$ cat config.mk
export PLATFORM = sky130hd
export DESIGN_NAME = pb_field_tokenizer
export DESIGN_NICKNAME = d
export VERILOG_FILES = /design/src/rtl/pb_hw_pkg.sv /design/src/rtl/pb_varint_accum.sv /design/src/rtl/pb_field_tokenizer.sv
export SDC_FILE = /design/constraint.sdc
export NUM_CORES = 1
export LEC_CHECK = 0
export BUFFER_PORTS_ARGS = -buffer_cell sky130_fd_sc_hd__buf_2
export CORE_MARGIN = 2
export CORE_UTILIZATION = 49
export DETAILED_ROUTE_END_ITERATION = 12
export GPL_TIMING_DRIVEN = 1
export PLACE_DENSITY_LB_ADDON = 0.08
export SETUP_SLACK_MARGIN = 0.02
export SYNTH_ARGS = -nofsm -noshare
export SYNTH_HDL_FRONTEND = slang
export SYNTH_SLANG_ARGS = --single-unit
export TNS_END_PERCENT = 50
$ cat constraint.sdc
create_clock -name clk -period 3.8 [get_ports clk]
set_input_delay 0.57 -clock clk [delete_from_list [all_inputs] [get_ports clk]]
set_output_delay 0.57 -clock clk [all_outputs]
set_load 0.02 [all_outputs]
$ cat src/rtl/pb_hw_pkg.sv
// Shared types and wire-format constants for the protobuf field tokenizer.
// Kind, error and FSM state encodings live here so decode-side blocks agree on them.
package pb_hw_pkg;

    typedef enum logic [1:0] {
        KIND_SCALAR  = 2'd0,
        KIND_LEN_HDR = 2'd1,
        KIND_PAYLOAD = 2'd2
    } kind_e;

    typedef enum logic [2:0] {
        ERR_NONE        = 3'd0,
        ERR_VARINT_LONG = 3'd1,
        ERR_KEY         = 3'd2,
        ERR_WIRE        = 3'd3,
        ERR_LEN         = 3'd4,
        ERR_TRUNC       = 3'd5
    } err_e;

    typedef enum logic [2:0] {
        ST_KEY,
        ST_VARINT,
        ST_FIX,
        ST_LEN,
        ST_PAYLOAD,
        ST_DRAIN
    } state_e;

    localparam logic [2:0] WT_VARINT = 3'd0;
    localparam logic [2:0] WT_I64    = 3'd1;
    localparam logic [2:0] WT_LEN    = 3'd2;
    localparam logic [2:0] WT_I32    = 3'd5;

    localparam int unsigned MAX_VARINT_BYTES = 10;
    localparam int unsigned MAX_KEY_BYTES    = 5;

    function automatic logic wire_ok(input logic [2:0] wt);
        return (wt == WT_VARINT) || (wt == WT_I64) || (wt == WT_LEN) || (wt == WT_I32);
    endfunction

endpackage

$ cat src/rtl/pb_varint_accum.sv
// Little-endian base-128 varint accumulator, one byte per enable.
// done/overflow/value describe the byte presented this cycle; state self-clears on either.
module pb_varint_accum (
    input  logic        clk,
    input  logic        rst_n,
    input  logic        clear,
    input  logic        en,
    input  logic [7:0]  data,
    input  logic [3:0]  limit,
    output logic        done,
    output logic        overflow,
    output logic [63:0] value
);

    logic [63:0] acc;
    logic [3:0]  count;
    logic [6:0]  shamt;

    // On the 10th byte the shift is 63, so bits [6:1] fall off the top.
    always_comb begin
        shamt    = 7'(count) * 7'd7;
        value    = acc | ({57'd0, data[6:0]} << shamt);
        done     = en && !data[7];
        overflow = en && data[7] && (count == limit - 4'd1);
    end

    always_ff @(posedge clk or negedge rst_n) begin
        if (!rst_n) begin
            acc   <= '0;
            count <= '0;
        end else if (clear || done || overflow) begin
            acc   <= '0;
            count <= '0;
        end else if (en) begin
            acc   <= value;
            count <= count + 4'd1;
        end
    end

endmodule

$ cat src/rtl/pb_field_tokenizer.sv
// Streaming protobuf wire-format tokenizer: one byte in per cycle, one token per
// scalar field, length header or payload byte, behind a single-entry output register.
module pb_field_tokenizer
    import pb_hw_pkg::*;
#(
    parameter int unsigned MAX_LEN = 65535
) (
    input  logic        clk,
    input  logic        rst_n,
    input  logic        in_valid,
    output logic        in_ready,
    input  logic [7:0]  in_data,
    input  logic        in_last,
    output logic        out_valid,
    input  logic        out_ready,
    output logic [1:0]  out_kind,
    output logic [28:0] out_field,
    output logic [2:0]  out_wire,
    output logic [63:0] out_value,
    output logic        out_last,
    output logic        err,
    output logic [2:0]  err_code
);

    state_e      state, state_n;
    logic        accept;
    logic        va_en, va_clear, va_done, va_ovf;
    logic [3:0]  va_limit;
    logic [63:0] va_value;
    logic [28:0] key_field;
    logic [2:0]  key_wire;

    logic [28:0] field_q;
    logic [2:0]  wire_q;
    logic [63:0] fix_acc, fix_val;
    logic [2:0]  fix_idx, fix_end;
    logic [31:0] remaining;

    logic        tok_load, tok_last, err_fire;
    kind_e       tok_kind;
    logic [63:0] tok_value;
    err_e        err_code_n;
    logic        key_load, fix_step, len_load, pay_step;

    assign in_ready  = rst_n && ((state == ST_DRAIN) || !out_valid || out_ready);
    assign accept    = in_valid && in_ready;
    assign key_field = va_value[31:3];
    assign key_wire  = va_value[2:0];
    assign fix_val   = fix_acc | ({56'd0, in_data} << {fix_idx, 3'b000});

    pb_varint_accum u_varint (
        .clk      (clk),
        .rst_n    (rst_n),
        .clear    (va_clear),
        .en       (va_en),
        .data     (in_data),
        .limit    (va_limit),
        .done     (va_done),
        .overflow (va_ovf),
        .value    (va_value)
    );

    always_comb begin
        state_n    = state;
        tok_load   = 1'b0;
        tok_kind   = KIND_SCALAR;
        tok_value  = '0;
        tok_last   = in_last;
        err_fire   = 1'b0;
        err_code_n = ERR_NONE;
        key_load   = 1'b0;
        fix_step   = 1'b0;
        len_load   = 1'b0;
        pay_step   = 1'b0;
        va_en      = accept && ((state == ST_KEY) || (state == ST_VARINT) || (state == ST_LEN));
        va_limit   = (state == ST_KEY) ? 4'(MAX_KEY_BYTES) : 4'(MAX_VARINT_BYTES);

        if (accept) begin
            case (state)
                ST_KEY: begin
                    if (va_ovf || (va_done && key_field == '0)) begin
                        err_fire = 1'b1; err_code_n = ERR_KEY;
                    end else if (va_done && !wire_ok(key_wire)) begin
                        err_fire = 1'b1; err_code_n = ERR_WIRE;
                    end else if (in_last) begin
                        err_fire = 1'b1; err_code_n = ERR_TRUNC;
                    end else if (va_done) begin
                        key_load = 1'b1;
                        case (key_wire)
                            WT_VARINT: state_n = ST_VARINT;
                            WT_LEN:    state_n = ST_LEN;
                            default:   state_n = ST_FIX;
                        endcase
                    end
                end
                ST_VARINT: begin
                    if (va_ovf) begin
                        err_fire = 1'b1; err_code_n = ERR_VARINT_LONG;
                    end else if (va_done) begin
                        tok_load  = 1'b1;
                        tok_value = va_value;
                        state_n   = ST_KEY;
                    end else if (in_last) begin
                        err_fire = 1'b1; err_code_n = ERR_TRUNC;
                    end
                end
                ST_FIX: begin
                    if (fix_idx == fix_end) begin
                        tok_load  = 1'b1;
                        tok_value = fix_val;
                        state_n   = ST_KEY;
                    end else if (in_last) begin
                        err_fire = 1'b1; err_code_n = ERR_TRUNC;
                    end else begin
                        fix_step = 1'b1;
                    end
                end
                ST_LEN: begin
                    if (va_ovf) begin
                        err_fire = 1'b1; err_code_n = ERR_VARINT_LONG;
                    end else if (va_done && va_value > 64'(MAX_LEN)) begin
                        err_fire = 1'b1; err_code_n = ERR_LEN;
                    end else if (in_last && !(va_done && va_value == '0)) begin
                        err_fire = 1'b1; err_code_n = ERR_TRUNC;
                    end else if (va_done) begin
                        tok_load  = 1'b1;
                        tok_kind  = KIND_LEN_HDR;
                        tok_value = va_value;
                        len_load  = 1'b1;
                        state_n   = (va_value == '0) ? ST_KEY : ST_PAYLOAD;
                    end
                end
                ST_PAYLOAD: begin
                    if (remaining == 32'd1) begin
                        tok_load  = 1'b1;
                        tok_kind  = KIND_PAYLOAD;
                        tok_value = {56'd0, in_data};
                        pay_step  = 1'b1;
                        state_n   = ST_KEY;
                    end else if (in_last) begin
                        err_fire = 1'b1; err_code_n = ERR_TRUNC;
                    end else begin
                        tok_load  = 1'b1;
                        tok_kind  = KIND_PAYLOAD;
                        tok_value = {56'd0, in_data};
                        pay_step  = 1'b1;
                    end
                end
                ST_DRAIN: begin
                    if (in_last) state_n = ST_KEY;
                end
                default: state_n = ST_KEY;
            endcase
        end

        if (err_fire) state_n = in_last ? ST_KEY : ST_DRAIN;
        va_clear = err_fire;
    end

    always_ff @(posedge clk or negedge rst_n) begin
        if (!rst_n) state <= ST_KEY;
        else        state <= state_n;
    end

    always_ff @(posedge clk or negedge rst_n) begin
        if (!rst_n) begin
            field_q   <= '0;
            wire_q    <= '0;
            fix_acc   <= '0;
            fix_idx   <= '0;
            fix_end   <= '0;
            remaining <= '0;
        end else begin
            if (key_load) begin
                field_q <= key_field;
                wire_q  <= key_wire;
                fix_acc <= '0;
                fix_idx <= '0;
                fix_end <= (key_wire == WT_I64) ? 3'd7 : 3'd3;
            end
            if (fix_step) begin
                fix_acc <= fix_val;
                fix_idx <= fix_idx + 3'd1;
            end
            if (len_load) remaining <= va_value[31:0];
            if (pay_step) remaining <= remaining - 32'd1;
        end
    end

    // Load may coincide with a pop; load wins and keeps out_valid high.
    always_ff @(posedge clk or negedge rst_n) begin
        if (!rst_n) begin
            out_valid <= 1'b0;
            out_kind  <= '0;
            out_field <= '0;
            out_wire  <= '0;
            out_value <= '0;
            out_last  <= 1'b0;
            err       <= 1'b0;
            err_code  <= '0;
        end else begin
            if (tok_load) begin
                out_valid <= 1'b1;
                out_kind  <= tok_kind;
                out_field <= field_q;
                out_wire  <= wire_q;
                out_value <= tok_value;
                out_last  <= tok_last;
            end else if (out_ready) begin
                out_valid <= 1'b0;
            end
            err <= err_fire;
            if (err_fire) err_code <= err_code_n;
        end
    end

endmodule

# --- Word-level counts from Yosys, hierarchy flattened ---
# Cells that the tools add are included.
classes:
  addsub: 4
  n_mul: 1
  div_mod_pow: 0
  magnitude_cmp: 1
  n_eq_ne: 24
  shifts: 2
  muxes: 97
  n_bitwise: 2
  reduce_logical: 35
op_table:
  columns: ["cell", "n"]
  rows:
  - ["64-bit 2-to-1 mux", 11]
  - ["64-bit case mux with 4 select lines", 1]
  - ["64-bit OR", 2]
  - ["3-bit 2-to-1 mux", 31]
  - ["64-bit by 16-bit greater-than comparator with 1-bit output, second input constant", 1]
  - ["64-bit zero test", 1]
  - ["32-bit 2-to-1 mux", 2]
  - ["7-bit by 7-bit left shift with 64-bit output", 1]
  - ["8-bit by 6-bit left shift with 64-bit output", 1]
  - ["1-bit 2-to-1 mux", 38]
  - ["32-bit by 1-bit equality test with 1-bit output, second input constant", 1]
  - ["32-bit by 1-bit subtractor with 32-bit output, second input constant", 1]
  - ["3-bit inequality test, second input constant", 10]
  - ["29-bit zero test", 1]
  - ["3-bit case mux with 6 select lines", 1]
  - ["8-bit 2-to-1 mux", 2]
  - ["3-bit case mux with 5 select lines", 1]
  - ["14-bit AND reduction", 1]
  - ["4-bit 2-to-1 mux", 3]
  - ["1-bit logical AND", 11]
  - ["1-bit logical OR", 10]
  - ["2-bit nonzero test", 5]
  - ["3-bit by 2-bit equality test with 1-bit output, second input constant", 3]
  - ["3-bit equality test, second input constant", 3]
  - ["14 further kinds", 24]
totals:
  regBits: 309
  latchBits: 0
  ramBits: 0
  mem_bits_ro: 0
  input_bits: 13
  word_cells: 183
  memories: 0

# --- Logic depth before layout (Yosys ltp) ---
# Gate-level depths: netlist of run 1.
depth:
  ltp_word: 18
  depth_mapped: 13
  depth_no_buf: 10

# --- Modules after synthesis ---
# A second synthesis of run 1 with hierarchy kept.
hier_totals:
  cells_unflattened: 1586
  area_unflattened_um2: 14631.5
by_module_without_submodules:
  columns: ["module", "instances", "cells_per_inst", "area_each_um2", "seq_area_each_um2"]
  rows:
  - ["pb_field_tokenizer", 1, 1232, 11294.6, 6005.8]
  - ["pb_varint_accum", 1, 354, 3337.0, 1701.6]

# --- Worst setup path after synthesis of run 1 ---
# OpenSTA, ideal clock, no wires.
synth_path:
  path_kind: "input -> register"
  from: "input port in_data[2]"
  to: "register out_last"
  arrival_time_ps: 3305
  required_time_ps: 3672
  slack_ps: 367
  stages: 11
  cell_sequence: "clkbuf_1 > or2_2 > a311o_1 > nor4b_1 > a41oi_1 > nor4_4 > a21oi_1 > a31oi_1 > buf_2 > buf_4 > mux2_1"
synth_between:
  elab_chain_cells: 11
  elab_cells_between_ends: 13
  cone_classes: "order compare (1); shift (1); mux (5); bitwise (1); reduce/logical (5)"
synth_lines:
  columns: ["element", "line_no", "rtl"]
  rows:
  - ["start: declaration", "pb_field_tokenizer.sv:12", "input logic [7:0] in_data,"]
  - ["7-bit by 7-bit left shift with 64-bit output (*)", "pb_varint_accum.sv:22", "value = acc | ({57'd0, data[6:0]} << shamt);"]
  - ["64-bit OR (*)", "pb_varint_accum.sv:22", null]
  - ["parallel branches: the longest is 5 deep, another holds 64-bit by 16-bit greater-than comparator with 1-bit output", null, null]
  - ["1-bit 2-to-1 mux (*)", "pb_field_tokenizer.sv:121", "end else if (va_done && va_value > 64'(MAX_LEN)) begin"]
  - ["1-bit 2-to-1 mux (*)", "pb_field_tokenizer.sv:119", "if (va_ovf) begin"]
  - ["1-bit case mux with 4 select lines (*)", "pb_field_tokenizer.sv:79", "case (state)"]
  - ["1-bit 2-to-1 mux (*)", "pb_field_tokenizer.sv:78", "if (accept) begin"]
  - ["end signal: assignment", "pb_field_tokenizer.sv:208", "out_last <= tok_last;"]
  - ["end: declaration", "pb_field_tokenizer.sv:20", "output logic out_last,"]
# Mark *: on every way between the ends.
# A chain may end at the register's enable or synchronous reset.

# --- Final worst setup path of run 1 ---
layout_path:
  from: "register u_varint.count[2]"
  to: "register u_varint.acc[10]"
layout_between:
  elab_chain_cells: 16
  elab_cells_between_ends: 36
  cone_classes: "mul (1); order compare (1); eq/ne (4); shift (1); mux (10); bitwise (1); reduce/logical (18)"
layout_lines:
  columns: ["element", "line_no", "rtl"]
  rows:
  - ["start: declaration", "pb_varint_accum.sv:16", "logic [3:0] count;"]
  - ["start signal: assignment", "pb_varint_accum.sv:36", "count <= count + 4'd1;"]
  - ["parallel branches: the longest is 16 deep, another holds 64-bit by 16-bit greater-than comparator with 1-bit output", null, null]
  - ["end signal: assignment", "pb_varint_accum.sv:35", "acc <= value;"]
  - ["end: declaration", "pb_varint_accum.sv:15", "logic [63:0] acc;"]
# Parallel ways; which one is timed is not known. The select of a mux whose other input is x is not followed.

==> results of run 1 <==
[Yosys cell counts, types with 11 or more instances]
cell type	count
a21oi_1	212
a31oi_1	52
buf_1	16
buf_2	14
buf_6	13
clkbuf_1	87
dfrtp_1	308
inv_1	13
mux2_2	89
nand2_1	45
nand3_1	16
nand4_1	16
nor2_1	170
nor2b_1	15
nor3_1	41
nor4_1	26
nor4_2	30
o21ai_0	42
o22ai_1	62
or3_1	11
[cells in the final DEF (no fill, tap or decap), types with 8 or more instances in the layout]
| master | synthesis | layout |
|---|---|---|
| buf_12 | 0 | 11 |
| buf_2 | 14 | 116 |
| mux2_1 | 10 | 10 |
| nor4_1 | 26 | 24 |
| nand3_1 | 16 | 16 |
| a211oi_1 | 9 | 9 |
| o31ai_1 | 8 | 8 |
| a31oi_1 | 52 | 48 |
| nand4_1 | 16 | 16 |
| clkbuf_16 | 0 | 38 |
| nor2_1 | 170 | 170 |
| a21oi_1 | 212 | 212 |
| clkbuf_1 | 87 | 10 |
| nor4_2 | 30 | 32 |
| dfrtp_1 | 308 | 308 |
| o21ai_0 | 42 | 42 |
| inv_1 | 13 | 13 |
| or2_2 | 10 | 10 |
| nor3_1 | 41 | 39 |
| nand2_1 | 45 | 43 |
| o211ai_1 | 8 | 8 |
| nor2b_1 | 15 | 15 |
| o22ai_1 | 62 | 62 |
| or3_1 | 11 | 11 |
| buf_4 | 3 | 113 |
| mux2_2 | 89 | 89 |
[metrics by stage]
stage	cell area (µm²)	setup slack [ns]	power, W	hold WS, ns	utilization
floorplan	14700	0.367	0.00553	0.274	-
global placement	16300	0.143	0.00641	0.463	0.551
finish	17500	0.128	0.00997	0.445	0.594
detailed placement	16300	0.0972	0.00645	0.461	0.551
global route	17500	0.0323	0.0104	0.453	0.594
CTS	17500	0.112	0.00999	0.407	0.592
[per-layer routing]
metal / part of all wire / wire, µm / up-vias / global-route usage
met5: 0 / 0 / - / 0
met4: 0.032 / 1420 / 0 / 0.107
met3: 0.066 / 2900 / 91 / 0.0492
met2: 0.46 / 20300 / 473 / 0.429
met1: 0.44 / 19500 / 6144 / 0.400
li1: - / - / 5646 / -
[how the worst max path moves through the flow]
| stage | end | from | slack [ns] |
|---|---|---|---|
| floorplan | out_last | in_data[2] | 0.37 |
| global placement | u_varint.acc[33] | u_varint.count[2] | 0.14 |
| detailed placement | out_value[26] | in_data[3] | 0.1 |
| CTS | u_varint.acc[10] | u_varint.count[2] | 0.11 |
| global route | u_varint.acc[25] | u_varint.count[1] | 0.03 |
| finish | u_varint.acc[10] | u_varint.count[2] | 0.13 |
[worst max-delay path, stage by stage (launching register included)]
cell	delay, ns
dfrtp_1	0.48
and2_1	0.41
a31oi_1	0.40
nand4_1	0.13
or4_1	0.64
or3_4	0.41
a221oi_4	0.34
a31oi_4	0.14
buf_12	0.24
nor4_2	0.33
[what timing repair did]
item                                    4_1_cts  5_1_grt
buffers inserted                              0        0
gates resized for setup                       0        8
hold buffers                                  1        0
hold endpoints to repair                     34        0
endpoints found under the setup margin        0       46
[state kept, by name, indices dropped and copies added, names as in the netlist]
name / cells
state: 3
out_wire: 3
out_value: 64
field_q: 29
fix_acc: 64
err_code: 3
out_kind: 2
wire_q: 3
remaining: 32
u_varint.count: 4
u_varint.acc: 64
out_last: 1
fix_end: 2
err: 1
out_field: 29
fix_idx: 3
out_valid: 1
[layout make-up]
class / count / share of cell area
clock inverters: 12 / 0.00884
inverters: 13 / 0.00278
flip-flops and latches: 308 / 0.439
repair buffers: 242 / 0.0954
multi-input cells: 995 / 0.366
clock buffers: 53 / 0.0603
well taps: 390 / 0.0278
[cell families (layout without fill, tap and decap cells)]
kind of cell             count (synthesis)  count (layout)  share of synthesized area
AO/OA/AOI/OAI                          456             456                      0.186
AND/OR/NAND/NOR                        430             430                      0.161
flip-flops                             308             308                      0.525
buffers and inverters                  146             320                     0.0459
multiplexers                           102             102                     0.0779
adder cells (fa/ha/maj)                  4               4                    0.00341
XOR/XNOR                                 3               3                    0.00179
[report_power, final]
group	switching (W)	internal [W]
registers	0.000352	0.00369
clock network	0.00139	0.00215
logic	0.00147	0.000923
==> run_results.csv, run 1 <==
group,metric,value,unit
cts,clk_latency,0.53,ns
timing,finalHoldViolations,0,
cts,clock_path_buffers,3,
worst_setup_path,crit_arrival,4.08,ns
timing,fmax,0.272,GHz
yosys,ys_seq_area_frac,0.525,
detailed_routing,first_iter_violations,1091,
cts,cts_tree,"built",
pwr,p_leak,8.13,nW
cts,cts_sinks,308,
finish,nets,1614,
pwr,p_per_area,568,nW/µm²
die,ios,118,
yosys,netlist_top_cells_area,"dfrtp_1 (52%), a21oi_1 (7.2%), mux2_2 (6.8%)",
min_path,whs_endpoint,"state[0]",
timing,period_share,0.966,
pwr,ir_drop,0.000382,V
yosys,ys_types,71,
yosys,synth_ff_type,"dfrtp_1",
worst_setup_path,crit_path_end_kind,"register",
cts,clockRootBuffer,"clkbuf_16",
job,drv_cap,0,
timing,grt_setup_unrepaired,"false",
timing,slew_headroom,0.315,
timing,tns,0,ns
timing,finClkSkew,0.0309,ns
yosys,syn_inst,1449,
detailed_routing,drc,0,
min_path,min-delay-start,"in_last",
timing,worst_slew_pin_slew,1.03,ns
worst_setup_path,worstPathRequired,4.21,ns
placement,port_buffers,117,
finish,layout-drive-gt1-share,0.280,
detailed_routing,wirelength,44.1,mm
global_route,grt_usage,0.281,
placement,dp_hpwl,29.6,mm
yosys,syn_avg_cell_area,10.1,µm²
worst_setup_path,r2r_slack,0.13,ns
finish,final_cells,2013,
placement,dp.cells,1947,
finish,regArea,7710,µm²
yosys,syn_nets,1466,
worst_setup_path,r2r_cells,9,
placement,place.gp.congestion,0.912,
die,dieArea,31400,µm²
timing,final_max_slew_viol_count,0,
global_route,antenna_found_initial,1,
global_route,grt_start_max_net_pins,79,
detailed_routing,vias,12400,
die,core-area,29600,µm²
worst_setup_path,start_kind,"register",
yosys,yosys.area.top_type_share,0.525,
detailed_routing,dr.pass1.iters,5,
die,rows,63,
min_path,hold_depth,2,
worst_setup_path,critPathKind,"reg2reg",
die,die_w,177,µm
finish,multi_input_area,6410,µm²
detailed_routing,wl_per_cell,21.9,µm
finish,fillers,2554,
worst_setup_path,crit_fanout,68,
yosys,netlist_area,14700,µm²
die,start_util,0.497,
finish,syn_to_final_growth,19.4,%
cts,clk_pin_slew,0.06,ns
worst_setup_path,r2r_end,"u_varint.acc[10]",
detailed_routing,via_per_inst,6.14,
global_route,grt_pass1_vias,11800,
cts,cts.htree.levels,2,
global_route,grt_pass1_wl,68.7,mm
timing,period_minus_slack,3.67,ns
yosys,synth-warning-count,0,
status,status,"complete, no violations",
yosys,synth_top_cell_by_area,"dfrtp_1",
finish,diodes,0,
timing,finalSetupViolations,0,
cts,cts_buffers,37,
yosys,ys_seq_elements,308,
global_route,grt_overflow,0,
yosys,synth_edf_count,0,
worst_setup_path,worstReg2RegStart,"u_varint.count[2]",
die,die_height,177,µm
yosys,ys_async_sr_fraction,1.00,
min_path,min_path_type,"in2reg",
detailed_routing,final_antenna_net_count,0,
(Power assumes the default switching activity.)
==> run 2: changes to the inputs <==
PLACE_DENSITY = 0.78   (was unset)
PLACE_DENSITY_LB_ADDON = unset   (was 0.08)
==> run 2 against run 1 <==
Compared with the run above:
- first-iteration DRC count increased by 54%
- flip-flop and latch count unchanged
- cell count decreased by 1.1%
- routed wire length decreased by 2.6%
- largest power group unchanged
- highest routed layer unchanged
==> run_results.csv, run 2 (synthesis results as in run 1) <==
group,metric,value,unit
status,status,"complete, no violations",
detailed_routing,drc,0,
global_route,grt_start_max_net_pins,89,
detailed_routing,via_per_inst,6.37,
pwr,p_sw_frac,0.329,
worst_setup_path,r2r_cells,12,
detailed_routing,dr.pass1.iters,6,
detailed_routing,final_antenna_net_count,0,
global_route,antenna_found_initial,0,
pwr,power.total,0.00956,W
cts,cts_buffers,31,
cts,clockRootBuffer,"clkbuf_16",
worst_setup_path,crit_path_end_kind,"register",
placement,place.gp.congestion,0.956,
global_route,grt_usage,0.273,
global_route,grt_pass1_wl,68.0,mm
timing,finClkSkew,0.0218,ns
detailed_routing,wl_per_cell,21.5,µm
worst_setup_path,crit_arrival,4.12,ns
placement,port_buffers,117,
timing,period_share,0.964,
worst_setup_path,start_kind,"register",
die,start_util,0.497,
pwr,power_frac_seq,0.423,
die,ios,118,
worst_setup_path,critPathKind,"reg2reg",
cts,cts_sinks,308,
min_path,min_path_type,"in2async",
detailed_routing,vias,12700,
cts,cts_tree,"built",
finish,final_cell_mix,"dfrtp_1 (306), a21oi_1 (212), nor2_1 (170)",
die,die_w,177,µm
worst_setup_path,worstSetupEndpoint,"out_value[4]",
cts,cts.htree.levels,1,
cts,clock_path_buffers,3,
finish,final_cells,1991,
job,drv_cap,0,
worst_setup_path,r2r_slack,0.14,ns
pwr,pwr-share-clk,0.331,
worst_setup_path,timing.critical_path.from,"u_varint.count[2]",
timing,fmax,0.273,GHz
timing,period_minus_slack,3.66,ns
finish,layout-drive-gt1-share,0.272,
worst_setup_path,worstReg2RegStart,"u_varint.count[2]",
timing,final_max_slew_viol_count,0,
timing,slew_headroom,0.266,
finish,syn_to_final_growth,17.3,%
pwr,p_int,0.00641,W
finish,diodes,0,
finish,fillers,2454,
cts,clk_latency,0.59,ns
die,die_height,177,µm
finish,mostFrequentLayoutCell,"dfrtp_1",
worst_setup_path,r2r_end,"out_value[4]",
timing,finalSetupViolations,0,
die,rows,63,
pwr,ir_drop,0.000337,V
worst_setup_path,crit_fanout,15,
pwr,switchingPower,0.00315,W
placement,dp.cells,1935,
cts,holdBufCountCts,0,
die,dieArea,31400,µm²
die,core-area,29600,µm²
finish,nets,1595,
global_route,grt_pass1_vias,12200,
finish,reg.largest.list,"fix_acc (64), out_value (64), u_varint.acc (64)",
worst_setup_path,worstPathRequired,4.25,ns
global_route,grt_overflow,0,
placement,dp_hpwl,28.6,mm
timing,grt_setup_unrepaired,"false",
timing,tns,0,ns
pwr,p_per_area,555,nW/µm²
detailed_routing,wirelength,42.9,mm
pwr,combPwrFrac,0.246,
timing,worst_slew_pin_slew,1.10,ns
pwr,p_leak,7.97,nW
detailed_routing,first_iter_violations,1681,
timing,finalHoldViolations,0,
cts,clk_pin_slew,0.06,ns
==> run 2: cell types whose count changed in the layout (fill, tap and decap cells not counted), sizes merged <==
cell         delta
clkbuf          -7
dlygate4sd3     -1
clkinvlp        +1
clkinv          -3
buf            -12
==> run 2: repair_timing <==
item,in CTS,in global routing
buffers inserted,0,0
resized for setup,0,10
endpoints found under the setup margin,0,91
==> run 2: worst max-delay path, cell delays in order (launching register included) <==
cell,delay (ns)
dfrtp_1,0.51
nor2_1,0.67
buf_4,0.31
a31oi_1,0.10
buf_4,0.20
and4_1,0.20
a41oi_1,0.26
nor4_4,0.07
buf_4,0.15
a21boi_1,0.27
buf_4,0.27
o21ai_0,0.18
mux2_1,0.34
==> run 2: per-layer routing <==
metal,vias to the layer above,share of wire,global-route usage
met5,-,0,0
met3,129,0.091,0.0511
met2,709,0.47,0.432
met1,6259,0.40,0.377
met4,0,0.039,0.0992
li1,5586,-,-
==> run 2: final cells by class <==
cell class / instances / area [µm²] / area share
inverters: 13 / 48.8 / 0.00283
clock inverters: 10 / 145 / 0.00842
repair buffers: 229 / 1540 / 0.0892
clock buffers: 46 / 902 / 0.0523
flip-flops and latches: 308 / 7710 / 0.447
well taps: 390 / 488 / 0.0283
multi-input cells: 995 / 6400 / 0.372
==> run 2: power groups by stage <==
stage                     clock network (W)  logic, W  registers (W)
after floorplan                           0   0.00139        0.00414
after global placement                    0   0.00226        0.00407
after CTS                           0.00320   0.00232        0.00403
final                               0.00316   0.00236        0.00404
after global routing                0.00335   0.00255        0.00410
after detailed placement                  0   0.00230        0.00409
==> run 2: worst min path at each step <==
stage                             start  slack [ns]          endpoint  depth (start not counted)
after floorplan                   rst_n        0.27               err                          0
after global placement     out_value[4]        0.46      out_value[4]                          1
after detailed placement  out_field[27]        0.47     out_field[27]                          1
after CTS                         rst_n        0.21  u_varint.acc[59]                          2
after global routing              rst_n        0.24       err_code[1]                          2
final                             rst_n        0.19       err_code[1]                          2
==> run 2: per-stage QoR <==
step | utilization | hold WS [ns] | cell area (µm²) | setup WS [ns]
finish | 0.583 | 0.191 | 17200 | 0.136
global route | 0.583 | 0.242 | 17200 | 0.0621
CTS | 0.581 | 0.208 | 17200 | 0.0656
detailed placement | 0.546 | 0.474 | 16100 | 0.0973
global placement | 0.546 | 0.464 | 16100 | 0.124
floorplan | - | 0.274 | 14700 | 0.367
